==> src/rtl/layer_sequencer_if.sv <==
// Bundle of the three streams around a layer sequencer: input vector,
// neuron broadcast/collect, and the serial activation output.
interface layer_sequencer_if #(
    parameter int dataWidth = 16,
    parameter int numNeuron = 30
);
    logic [dataWidth-1:0]           s_data;
    logic                           s_valid;
    logic                           s_ready;
    logic [dataWidth-1:0]           n_data;
    logic                           n_valid;
    logic [numNeuron*dataWidth-1:0] n_out;
    logic [numNeuron-1:0]           n_outvalid;
    logic [dataWidth-1:0]           m_data;
    logic                           m_valid;
    logic                           m_ready;
    logic                           m_last;
    logic                           busy;
    logic                           err;

    // Environment side: upstream producer, the neurons, downstream consumer.
    modport master (
        output s_data, s_valid, n_out, n_outvalid, m_ready,
        input  s_ready, n_data, n_valid, m_data, m_valid, m_last, busy, err
    );

    // Sequencer side.
    modport slave (
        input  s_data, s_valid, n_out, n_outvalid, m_ready,
        output s_ready, n_data, n_valid, m_data, m_valid, m_last, busy, err
    );
endinterface

==> src/rtl/layer_sequencer.sv <==
// Sequencer for one fully-connected layer: broadcasts the input vector to
// all neurons, collects their activations, then replays them serially.
module layer_sequencer #(
    parameter int numInput  = 784,
    parameter int numNeuron = 30,
    parameter int dataWidth = 16,
    parameter int timeout   = 1024
) (
    input logic              clk,
    input logic              rst,
    layer_sequencer_if.slave bus
);
    localparam int CNT_W  = $clog2(numInput + 1);
    localparam int WAIT_W = $clog2(timeout);
    localparam int IDX_W  = (numNeuron > 1) ? $clog2(numNeuron) : 1;

    localparam logic [CNT_W-1:0]  LAST_IN  = CNT_W'(numInput - 1);
    localparam logic [WAIT_W-1:0] WAIT_MAX = WAIT_W'(timeout - 1);
    localparam logic [IDX_W-1:0]  LAST_IDX = IDX_W'(numNeuron - 1);

    typedef enum logic [1:0] {IDLE, FEED, WAIT, DRAIN} state_t;

    state_t                 state, state_nx;
    logic [CNT_W-1:0]       in_cnt, in_cnt_nx;
    logic [WAIT_W-1:0]      wait_cnt, wait_cnt_nx;
    logic [IDX_W-1:0]       idx, idx_nx, idx_inc;
    logic [numNeuron-1:0]   done_mask, done_mask_nx, mask_cap;
    logic [dataWidth-1:0]   act_buf    [numNeuron];
    logic [dataWidth-1:0]   act_buf_nx [numNeuron];
    logic                   err_nx;
    logic                   m_valid_nx, m_last_nx;
    logic [dataWidth-1:0]   m_data_nx;
    logic                   hs, m_hs, capture_en;

    assign hs      = bus.s_valid & bus.s_ready;
    assign m_hs    = bus.m_valid & bus.m_ready;
    assign idx_inc = idx + 1'b1;

    // Merge this cycle's completion pulses into the mask and activation buffer.
    always_comb begin
        capture_en = (state == FEED) || (state == WAIT);
        mask_cap   = done_mask;
        for (int unsigned k = 0; k < numNeuron; k++) begin
            act_buf_nx[k] = act_buf[k];
        end
        if (capture_en) begin
            mask_cap = done_mask | bus.n_outvalid;
            for (int unsigned k = 0; k < numNeuron; k++) begin
                if (bus.n_outvalid[k]) begin
                    act_buf_nx[k] = bus.n_out[k*dataWidth +: dataWidth];
                end
            end
        end
    end

    // Next-state, counter and output-stream decisions.
    always_comb begin
        state_nx     = state;
        in_cnt_nx    = in_cnt;
        wait_cnt_nx  = wait_cnt;
        idx_nx       = idx;
        done_mask_nx = mask_cap;
        err_nx       = bus.err;
        m_valid_nx   = bus.m_valid;
        m_last_nx    = bus.m_last;
        m_data_nx    = bus.m_data;
        unique case (state)
            IDLE: begin
                if (hs) begin
                    in_cnt_nx = CNT_W'(1);
                    state_nx  = (numInput == 1) ? WAIT : FEED;
                end
            end
            FEED: begin
                if (hs) begin
                    in_cnt_nx = in_cnt + 1'b1;
                    if (in_cnt == LAST_IN) state_nx = WAIT;
                end
            end
            WAIT: begin
                wait_cnt_nx = wait_cnt + 1'b1;
                if (&mask_cap) begin
                    // First beat reads the post-capture buffer so a neuron
                    // finishing in this same cycle is already visible.
                    state_nx     = DRAIN;
                    idx_nx       = '0;
                    done_mask_nx = '0;
                    wait_cnt_nx  = '0;
                    m_valid_nx   = 1'b1;
                    m_data_nx    = act_buf_nx[0];
                    m_last_nx    = (LAST_IDX == '0);
                end else if (wait_cnt == WAIT_MAX) begin
                    state_nx     = IDLE;
                    err_nx       = 1'b1;
                    done_mask_nx = '0;
                    wait_cnt_nx  = '0;
                    in_cnt_nx    = '0;
                end
            end
            DRAIN: begin
                if (m_hs) begin
                    if (bus.m_last) begin
                        state_nx   = IDLE;
                        in_cnt_nx  = '0;
                        m_valid_nx = 1'b0;
                        m_last_nx  = 1'b0;
                    end else begin
                        idx_nx    = idx_inc;
                        m_data_nx = act_buf[idx_inc];
                        m_last_nx = (idx_inc == LAST_IDX);
                    end
                end
            end
            default: state_nx = IDLE;
        endcase
    end

    // State, counters and registered outputs.
    always_ff @(posedge clk) begin
        if (rst) begin
            state       <= IDLE;
            in_cnt      <= '0;
            wait_cnt    <= '0;
            idx         <= '0;
            done_mask   <= '0;
            for (int unsigned k = 0; k < numNeuron; k++) act_buf[k] <= '0;
            bus.s_ready <= 1'b0;
            bus.n_valid <= 1'b0;
            bus.n_data  <= '0;
            bus.m_valid <= 1'b0;
            bus.m_last  <= 1'b0;
            bus.m_data  <= '0;
            bus.busy    <= 1'b0;
            bus.err     <= 1'b0;
        end else begin
            state       <= state_nx;
            in_cnt      <= in_cnt_nx;
            wait_cnt    <= wait_cnt_nx;
            idx         <= idx_nx;
            done_mask   <= done_mask_nx;
            act_buf     <= act_buf_nx;
            bus.s_ready <= (state_nx == IDLE) || (state_nx == FEED);
            bus.n_valid <= hs;
            if (hs) bus.n_data <= bus.s_data;
            bus.m_valid <= m_valid_nx;
            bus.m_last  <= m_last_nx;
            bus.m_data  <= m_data_nx;
            bus.busy    <= (state_nx != IDLE);
            bus.err     <= err_nx;
        end
    end
endmodule

==> src/flat_wrapper.sv <==
// flat-port wrapper written by rule: the top's interface ports become plain ports
module layer_sequencer_flat 
#(
    parameter int numInput  = 784,
    parameter int numNeuron = 30,
    parameter int dataWidth = 16,
    parameter int timeout   = 1024
)
  (clk, rst, bus_s_data, bus_s_valid, bus_n_out, bus_n_outvalid, bus_m_ready, bus_s_ready, bus_n_data, bus_n_valid, bus_m_data, bus_m_valid, bus_m_last, bus_busy, bus_err);
  layer_sequencer_if #(.dataWidth(dataWidth), .numNeuron(numNeuron)) bus_i ();
  input logic clk;
  input logic rst;
  input wire logic [$bits(bus_i.s_data)-1:0] bus_s_data;
  input wire logic [$bits(bus_i.s_valid)-1:0] bus_s_valid;
  input wire logic [$bits(bus_i.n_out)-1:0] bus_n_out;
  input wire logic [$bits(bus_i.n_outvalid)-1:0] bus_n_outvalid;
  input wire logic [$bits(bus_i.m_ready)-1:0] bus_m_ready;
  output wire logic [$bits(bus_i.s_ready)-1:0] bus_s_ready;
  output wire logic [$bits(bus_i.n_data)-1:0] bus_n_data;
  output wire logic [$bits(bus_i.n_valid)-1:0] bus_n_valid;
  output wire logic [$bits(bus_i.m_data)-1:0] bus_m_data;
  output wire logic [$bits(bus_i.m_valid)-1:0] bus_m_valid;
  output wire logic [$bits(bus_i.m_last)-1:0] bus_m_last;
  output wire logic [$bits(bus_i.busy)-1:0] bus_busy;
  output wire logic [$bits(bus_i.err)-1:0] bus_err;
  assign bus_i.s_data = bus_s_data;
  assign bus_i.s_valid = bus_s_valid;
  assign bus_i.n_out = bus_n_out;
  assign bus_i.n_outvalid = bus_n_outvalid;
  assign bus_i.m_ready = bus_m_ready;
  assign bus_s_ready = bus_i.s_ready;
  assign bus_n_data = bus_i.n_data;
  assign bus_n_valid = bus_i.n_valid;
  assign bus_m_data = bus_i.m_data;
  assign bus_m_valid = bus_i.m_valid;
  assign bus_m_last = bus_i.m_last;
  assign bus_busy = bus_i.busy;
  assign bus_err = bus_i.err;
  layer_sequencer #(.numInput(numInput), .numNeuron(numNeuron), .dataWidth(dataWidth), .timeout(timeout)) u_core (.clk(clk), .rst(rst), .bus(bus_i));
endmodule
==> config.mk <==
export PLATFORM = sky130hd
export DESIGN_NAME = layer_sequencer_flat
export DESIGN_NICKNAME = d
export VERILOG_FILES = /design/src/rtl/layer_sequencer_if.sv /design/src/rtl/layer_sequencer.sv /design/src/flat_wrapper.sv
export SDC_FILE = /design/constraint.sdc
export NUM_CORES = 1
export LEC_CHECK = 0
export ABC_AREA = 1
export BUFFER_PORTS_ARGS = -buffer_cell sky130_fd_sc_hd__buf_2
export CAP_MARGIN = 20
export CORE_MARGIN = 2
export CORE_UTILIZATION = 34
export DETAILED_ROUTE_END_ITERATION = 10
export GPL_ROUTABILITY_DRIVEN = 0
export PLACE_DENSITY = 0.52
export SLEW_MARGIN = 10
export SYNTH_ARGS = -nofsm -noshare
export SYNTH_HDL_FRONTEND = slang
export SYNTH_SLANG_ARGS = --single-unit
==> constraint.sdc <==
create_clock -name clk -period 3.5 [get_ports clk]
set_input_delay 0.7 -clock clk [delete_from_list [all_inputs] [get_ports clk]]
set_output_delay 0.7 -clock clk [all_outputs]
set_load 0.02 [all_outputs]
Yosys cells after proc, flatten, opt, wreduce, memory -nomap -nowiden

Index checks and enable logic that the tools add are counted.

Eq/ne operators: 15
$add $sub $neg: 3
Mux-type cells: 71
Bitwise logic cells: 5
Reductions and logical operators: 41
Magnitude comparators: 1

Operator list:

| cell                  | number |
|---|---|
| $mux 16               | 35 |
| $mux 480              | 1 |
| $mux 30               | 4 |
| $bmux 16 s5           | 1 |
| $mux 10               | 8 |
| $reduce_and 2->1      | 29 |
| $pmux 10 s4           | 1 |
| $pmux 16 s2           | 1 |
| $or 30x30->30         | 1 |
| $reduce_and 30->1     | 1 |
| $add 10x1->10 const B | 2 |
| $eq 10x10->1 const B  | 2 |
| $mux 5                | 3 |
| $mux 2                | 7 |
| $pmux 5 s2            | 1 |
| $ne 2x1->1 const B    | 4 |
| $ne 2x2->1 const B    | 4 |
| $pmux 2 s4            | 1 |
| $reduce_and 4->1      | 2 |
| $ge 6x6->1 const B    | 1 |
| $mux 1                | 6 |
| $not 5->6             | 1 |
| $reduce_and 3->1      | 2 |
| $reduce_and 6->1      | 1 |
| other kinds (10)      | 17 |

Bits in registers: 575
Bits of input ports: 530
Output and inout bits: 38
Logic and storage cells: 179

Longest topological paths before layout

Gate-level depths: netlist of run 1.

Depth after elaboration: 8
Mapped depth: 18
Depth with buffers taken out: 14

Worst setup path before layout of run 1

Ideal clock, no wire load.

Path type: flip-flop to flip-flop
Start: register u_core.idx[0]
End: register u_core.bus.m_data[6]
Setup time: 0.113 ns
Clock period less this slack: 2.704 ns
Arrival: 2.591 ns
Cell stages (with the launch flop): 18
Path buffers: 5
Required time: 3.387 ns
Slack: 0.796 ns
Cell sequence: dfxtp_1 > clkbuf_1 > inv_2 > clkbuf_1 > clkbuf_1 > ha_1 > clkinv_1 > clkbuf_1 > clkbuf_1 > nand3_1 > nand3_1 > o21ai_0 > nand2_1 > nand2_1 > nand2_1 > nand3_1 > nor2_1 > nor2_1

Cells in the longest elaborated chain, start to end: 8

Ends and longest elaborated chain:

| element                                     | RTL line                 | RTL |
|---|---|---|
| start, declared                             | layer_sequencer.sv:26    | `logic [IDX_W-1:0] idx, idx_nx, idx_inc;` |
| start signal, assigned                      | layer_sequencer.sv:139   | `idx <= idx_nx;` |
| $add 5x1->5                                 | layer_sequencer.sv:37    | `assign idx_inc = idx + 1'b1;` |
| $not 5->6 (implied by the code)             | layer_sequencer.sv:109   | `m_data_nx = act_buf[idx_inc];` |
| $bmux 16 s5                                 | layer_sequencer.sv:109   |  |
| $mux 16 (implied by the code) (2 in series) | layer_sequencer.sv:109   |  |
| $mux 16                                     | layer_sequencer.sv:102   | `if (bus.m_last) begin` |
| $mux 16                                     | layer_sequencer.sv:101   | `if (m_hs) begin` |
| $pmux 16 s2                                 | layer_sequencer.sv:67    | `unique case (state)` |
| end signal, assigned                        | layer_sequencer.sv:147   | `bus.m_data <= m_data_nx;` |
| end, declared                               | layer_sequencer_if.sv:30 | `output s_ready, n_data, n_valid, m_data, m_valid, m_last, busy, err` |

No other way between the ends. The select of a mux whose other input is x is not followed.
A chain may end at the register's enable or synchronous reset.

Final worst setup path of run 1

Start: register u_core.state[1]
End: register u_core.bus.m_data[6]

Cells in the longest elaborated chain, start to end: 6
Elaborated cells between the ends (all ways): 14
Classes of those cells: eq/ne (6); mux (4); reduce/logical (4)

Ends and longest elaborated chain:

| element                                         | RTL line                                     | RTL |
|---|---|---|
| start, declared                                 | layer_sequencer.sv:23                        | `state_t state, state_nx;` |
| start signal, assigned                          | layer_sequencer.sv:136                       | `state <= state_nx;` |
| $eq 2x1->1 / $eq 2x2->1 (equally long branches) | layer_sequencer.sv:41, layer_sequencer.sv:67 |  |
| $logic_or 1x1->1                                | layer_sequencer.sv:41                        | `capture_en = (state == FEED) \|\| (state == WAIT);` |
| $mux 30                                         | layer_sequencer.sv:46                        | `if (capture_en) begin` |
| $reduce_and 30->1                               | layer_sequencer.sv:82                        | `if (&mask_cap) begin` |
| $ne 2x2->1 (no line)                            | --                                           |  |
| $reduce_and 4->1 (no line)                      | --                                           |  |

Parallel ways exist; a longest one is shown, timed or not. The select of a mux whose other input is x is not followed.

==> results.sh, run 1 <==
export IMPL_outcome="complete, no violations"
export IMPL_wl_um=106000
export IMPL_postCtsHoldBufs=0
export IMPL_cpMaxStageDelayCell="nand3_4"
export IMPL_crit_cells=15
export IMPL_clockBufferDepth=3
export IMPL_fmax_mhz=328
export IMPL_cpLargestDelayFamily="simple AND/OR/NAND/NOR gates"
export IMPL_ios=568
export IMPL_register_area_um2=11500
export IMPL_clk_pin_slew_ns=0.06
export IMPL_track_usage_pct=26.4
export IMPL_synth_enable_flop_cells=0
export IMPL_tritoncts="done"
export IMPL_critPathRequiredTime_ns=4.03
export IMPL_dr_pass1_iters=5
export IMPL_ys_flop_type="dfxtp_1"
export IMPL_avgSynthCellArea_um2=6.58
export IMPL_grt_pass1_vias=25279
export IMPL_final_nets=4917
export IMPL_die_x_um=279
export IMPL_rsz0062_at_grt="false"
export IMPL_layout_drive_gt1_share_pct=17.8
export IMPL_slowest_delay_ns=0.40
export IMPL_worstPathArrival_ns=3.58
export IMPL_multi_input_area_um2=12600
export IMPL_htreeDepth=3
export IMPL_synth_most_common_cell="nor2_1"
export IMPL_hold_class="in2reg"
export IMPL_hpwlAfterDp_um=78900
export IMPL_rows=101
export IMPL_cts_resized_gates=0
export IMPL_vias_per_cell=4.90
export IMPL_worstHoldEndpoint="u_core.act_buf[279]$_SDFFE_PP0P_"
export IMPL_fin_crit_sh_pct=87.2
export IMPL_cts_sinks=575
export IMPL_reg2reg_depth=15
export IMPL_min_delay_start="bus_n_out[199]"
export IMPL_timing_hold_ws_ns=0.338
export IMPL_root_buffer="clkbuf_16"
export IMPL_rr_endpoint="u_core.bus.m_data[6]$_SDFFE_PP0P_"
export IMPL_peakVddDrop_uv=296
export IMPL_finalSetupTns_ns=0
export IMPL_yosys_warnings=0
export IMPL_worst_setup_path_type="reg2reg"
export IMPL_power_leakage_nw=13.8
export IMPL_numPortBuffers=567
export IMPL_die_h_um=279
export IMPL_ys_seq_area_share_pct=44.6
export IMPL_reg2reg_setup_slack_ns=0.45
export IMPL_skew_ns=0.0193
export IMPL_rr_startpoint="u_core.state[1]$_SDFF_PP0_"
export IMPL_syn_instance_count=3919
export IMPL_post_cts_buffers=0
export IMPL_crit_fanout=37
export IMPL_power_w=0.0166
export IMPL_setup_viol=0
export IMPL_worst_pin_slew_ns=0.998
export IMPL_dieArea_um2=78100
export IMPL_synthArstFlopShare_pct=0
export IMPL_drt_iter0_markers=1918
export IMPL_clk_latency_ns=0.61
export IMPL_area_growth_pct=23.2
export IMPL_synth_common_cells="nor2_1 (970), nand2_1 (839), dfxtp_1 (575), o21ai_0 (527), nand3_1 (248)"
export IMPL_synth_seq_cells=575
export IMPL_routedWlPerCell_um=19.7
export IMPL_critPathLaunchType="flop"
export IMPL_synth_fp_nets=4458
export IMPL_fin_crit_ns=3.05
export IMPL_synth_area_leaders="dfxtp_1 (45%), nor2_1 (14%), nand2_1 (12%)"
export IMPL_p_per_area_nw_per_um2=522
export IMPL_antenna_found_initial=14
export IMPL_syn_area_um2=25800
export IMPL_cpMostUsedCell="nand2_1"
export IMPL_relSlewSlack_pct=33.5
export IMPL_overflow=0
export IMPL_cp_cell_sequence="inv_1, ha_2, buf_12, nand2_2, nand2_1, nand2_1, nor2_1, nand2_1, nor2_1, nand2_1, nand2_2, nand3_4, nand2_1, nand2_1, nor2_1"
export IMPL_fill_cells=8204
export IMPL_synth_top_area_cell="dfxtp_1"
export IMPL_ant_nets=0
export IMPL_critPathBufInv=2
export IMPL_final_util_pct=42.1
export IMPL_drc=0
export IMPL_grt_pass1_wl_um=156000
export IMPL_slew_violations=0
export IMPL_grt_max_degree=190
export IMPL_numCtsBuffers=68
export IMPL_design_core_area_um2=75600
export IMPL_min_delay_path_depth=3
export IMPL_end_kind="flop"
export IMPL_route_vias_total=26537
export IMPL_maxCapViolCount=0
export IMPL_ys_types=34
export IMPL_synth_top_area_share_pct=44.6
export IMPL_hold_viol=0
export IMPL_start_util_pct=34.1
[metal layers]
metal  part of all wire [%]  vias up  GRT usage, %
met5                      0        -             0
met3                    4.5      169          3.08
met2                     47      773          44.7
met4                    3.5        0          9.85
met1                     45    12183          34.5
li1                       -    13412             -
[state kept, by name (all words and copies together), names as in the netlist]
register / cells
u_core.bus.m_last: 1
u_core.bus.busy: 1
u_core.bus.n_valid: 1
u_core.bus.m_data: 16
u_core.act_buf: 480
u_core.bus.m_valid: 1
u_core.bus.n_data: 16
u_core.bus.s_ready: 1
u_core.done_mask: 30
u_core.state: 2
u_core.idx: 5
u_core.bus.err: 1
u_core.in_cnt: 10
u_core.wait_cnt: 10
[area by class of cell]
| class | count | area share (%) |
|---|---|---|
| Clock inverter | 20 | 0.760 |
| Multi-Input combinational cell | 2888 | 39.5 |
| Clock buffer | 97 | 6.24 |
| Antenna cell | 8 | 0.0630 |
| Inverter | 215 | 2.59 |
| Sequential cell | 575 | 36.2 |
| Tap cell | 978 | 3.85 |
| Timing Repair Buffer | 630 | 10.7 |
[per-stage QoR]
step	setup slack (ns)	cells	area, µm²
2_1_floorplan	0.796	3919	25800
3_3_place_gp	0.564	5286	29500
3_5_place_dp	0.482	5286	29500
4_1_cts	0.472	5403	31800
5_1_grt	0.111	5410	31800
6_report	0.447	5411	31800
[power breakdown]
part | internal (W) | switching, W
logic | 0.000794 | 0.00137
clock network | 0.00425 | 0.00291
registers | 0.00705 | 0.000226
[kinds of logic after synthesis]
| group | after synthesis | synth area share, % |
|---|---|---|
| simple gates | 2130 | 33.0 |
| buf+inv | 456 | 6.82 |
| mux | 16 | 0.621 |
| compound gates | 723 | 14.2 |
| xor+xnor | 10 | 0.339 |
| flops | 575 | 44.6 |
| fa+ha+maj | 9 | 0.436 |
[worst min-delay path, stage by stage]
cell and delay (ns):
buf_2 0.07, o21ai_0 0.07, nor2_1 0.07
[cell usage in the layout, fill, tap and decap left out, drive strengths merged, types with 6 or more instances in the layout]
master / n
a21oi: 173
buf: 630
clkbuf: 97
clkinv: 14
dfxtp: 575
diode: 8
ha: 9
inv: 215
mux2i: 16
nand2: 861
nand3: 250
nand4: 14
nor2: 970
nor3: 6
o211ai: 16
o21ai: 530
or2: 22
xor2: 6
[how the worst max path moves through the flow]
stage | to | start
after floorplan | u_core.bus.m_data[6]$_SDFFE_PP0P_ | u_core.idx[0]$_SDFFE_PP0P_
after global placement | u_core.bus.m_data[6]$_SDFFE_PP0P_ | u_core.state[1]$_SDFF_PP0_
after detailed placement | u_core.bus.m_data[10]$_SDFFE_PP0P_ | u_core.state[1]$_SDFF_PP0_
after CTS | u_core.bus.m_data[0]$_SDFFE_PP0P_ | u_core.state[1]$_SDFF_PP0_
after global routing | u_core.bus.m_data[6]$_SDFFE_PP0P_ | u_core.state[1]$_SDFF_PP0_
final | u_core.bus.m_data[6]$_SDFFE_PP0P_ | u_core.state[1]$_SDFF_PP0_
Note: power is estimated with default switching activity, not from simulation.
==> inputs of run 2 (changes only) <==
Settings changed: ABC_AREA 1 to unset, CTS_BUF_LIST set to sky130_fd_sc_hd__clkbuf_4, PLACE_DENSITY 0.52 to 0.53.
==> results.sh, run 2 <==
export IMPL_design_core_area_um2=71500
export IMPL_drt_iter0_markers=2007
export IMPL_layout_drive_gt1_share_pct=24.3
export IMPL_syn_area_um2=24500
export IMPL_worstPathArrival_ns=4.04
export IMPL_synth_area_leaders="dfxtp_1 (47%), nand2_1 (16%), a21oi_1 (11%)"
export IMPL_setup_viol=0
export IMPL_reg_largest_list="u_core.act_buf (480), u_core.done_mask (30)"
export IMPL_outcome="complete, no violations"
export IMPL_worst_setup_path_type="reg2reg"
export IMPL_skew_ns=0.0645
export IMPL_fmax_mhz=311
export IMPL_reg2reg_setup_slack_ns=0.29
export IMPL_relSlewSlack_pct=33.9
export IMPL_overflow=0
export IMPL_wl_um=108000
export IMPL_peakVddDrop_uv=357
export IMPL_synth_seq_cells=575
export IMPL_maxCapViolCount=0
export IMPL_htreeDepth=4
export IMPL_ios=568
export IMPL_drc=0
export IMPL_dp_slack_ns=0.296
export IMPL_largest_reg_flops=480
export IMPL_synth_fp_nets=3518
export IMPL_die_h_um=273
export IMPL_setup_slack_ns=0.287
export IMPL_clk_latency_ns=0.99
export IMPL_avgSynthCellArea_um2=8.23
export IMPL_layout_commonest_cell="nand2_1"
export IMPL_routedWlPerCell_um=21.1
export IMPL_slew_violations=0
export IMPL_ys_seq_area_share_pct=46.9
export IMPL_synth_top_area_share_pct=46.9
export IMPL_rsz0062_at_grt="false"
export IMPL_route_vias_total=26269
export IMPL_tritoncts="done"
export IMPL_track_usage_pct=28.3
export IMPL_ys_flop_type="dfxtp_1"
export IMPL_clk_pin_slew_ns=0.07
export IMPL_synthArstFlopShare_pct=0
export IMPL_ys_types=54
export IMPL_worst_pin_slew_ns=0.991
export IMPL_synth_most_common_cell="nand2_1"
export IMPL_synth_enable_flop_cells=0
export IMPL_final_cell_mix="nand2_1 (1,074), dfxtp_1 (574), buf_2 (566)"
export IMPL_grt_pass1_wl_um=158000
export IMPL_vias_per_cell=5.14
export IMPL_top_register="u_core.act_buf"
export IMPL_end_kind="flop"
export IMPL_hold_class="in2reg"
export IMPL_syn_instance_count=2979
export IMPL_clockBufferDepth=3
export IMPL_dieArea_um2=74300
export IMPL_synth_common_cells="nand2_1 (1,074), dfxtp_1 (575), a21oi_1 (515), clkbuf_1 (181), nor2_1 (146)"
export IMPL_post_cts_buffers=0
export IMPL_numPortBuffers=567
export IMPL_area_growth_pct=44.0
export IMPL_hold_viol=0
export IMPL_cts_sinks=575
export IMPL_grt_max_degree=93
export IMPL_timing_hold_ws_ns=0.129
export IMPL_finalSetupTns_ns=0
export IMPL_fin_crit_ns=3.21
export IMPL_root_buffer="clkbuf_4"
export IMPL_power_leakage_nw=13.6
export IMPL_numCtsBuffers=163
export IMPL_critPathRequiredTime_ns=4.33
export IMPL_grt_pass1_vias=26478
export IMPL_critPathLaunchType="flop"
export IMPL_antenna_found_initial=13
export IMPL_die_x_um=273
export IMPL_synth_top_area_cell="dfxtp_1"
export IMPL_rows=98
export IMPL_fin_crit_sh_pct=91.8
export IMPL_final_nets=4579
export IMPL_dr_pass1_iters=5
export IMPL_yosys_warnings=0
export IMPL_hpwlAfterDp_um=75500
export IMPL_ant_nets=0
export IMPL_crit_fanout=44
export IMPL_p_per_area_nw_per_um2=619
export IMPL_start_util_pct=34.3
run 2: changes by cell type after synthesis, moves of 104 or more:
cell,before,now
nor2_1,970,146
o21ai_0,527,14
a21oi_1,173,515
nand2_1,839,1074
nand3_1,248,15
inv_1,210,11
mux4_2,0,104
run 2: layout make-up:
class / count / area [µm²]
Clock buffer: 243 / 1820
Sequential cell: 575 / 11500
Inverter: 11 / 41.3
Tap cell: 950 / 1190
Clock inverter: 39 / 248
Antenna cell: 4 / 10.0
Timing Repair Buffer: 1114 / 8320
Multi-Input combinational cell: 2175 / 12200
Fill cell: 6772 / 36200
run 2: final timing paths:
kind,startpoint,end,cells past startpoint
worst min-delay path,bus_n_out[14],u_core.act_buf[478]$_SDFF_PP0_,3
worst max register to register,u_core.idx[0]$_SDFFE_PP0P_,u_core.bus.m_data[9]$_SDFFE_PP0P_,7
worst min register to register,u_core.act_buf[155]$_SDFFE_PP0P_,u_core.act_buf[155]$_SDFFE_PP0P_,2
worst max-delay path,u_core.idx[0]$_SDFFE_PP0P_,u_core.bus.m_data[9]$_SDFFE_PP0P_,7
run 2: per-stage QoR:
step	power (W)	util, %	area (µm²)	std cells
detailed placement	0.0152	39.6	28300	4330
CTS	0.0219	49.4	35300	5107
finish	0.0219	49.4	35300	5111
global route	0.0231	49.4	35300	5110
floorplan	0.0126	-	24500	2979
global placement	0.0151	39.5	28300	4329
run 2: worst max-delay path, cell delays in order, from the launching register on:
cell	delay, ns
dfxtp_4	0.44
buf_4	0.43
buf_4	0.70
mux4_2	0.42
a221oi_1	0.45
a31oi_1	0.22
a211oi_2	0.28
nor3_1	0.07
run 2: power by group:
group | switching (W) | total [W] | leakage (nW) | internal, W
Combinational | 0.00445 | 0.00682 | 7.73 | 0.00237
Sequential | 0.000837 | 0.00871 | 4.66 | 0.00787
Clock | 0.00300 | 0.00632 | 1.23 | 0.00332
run 2: kinds of logic after synthesis:
logic type / Yosys count / synth area share [%]
AOI/OAI and AO/OA: 633 / 14.2
muxes: 168 / 12.2
DFF: 575 / 46.9
adders and majority gates: 9 / 0.459
buffers and inverters: 229 / 3.72
xor gates and xnor gates: 13 / 0.464
and+or+nand+nor: 1352 / 22.0
run 2: repair_timing:
| item | in CTS | in global routing |
|---|---|---|
| setup endpoints to repair | 0 | 2 |
| gates resized for setup | 0 | 1 |
| hold buffers | 495 | 0 |
| endpoints found under the hold margin | 495 | 0 |
run 2: layer usage:
metal,GRT usage [%],share of wire [%],vias up
met1,35.7,43,12386
met2,43.8,44,1169
met5,0,0.096,-
met4,17.2,5.9,18
li1,-,-,12353
met3,6.70,6.9,343
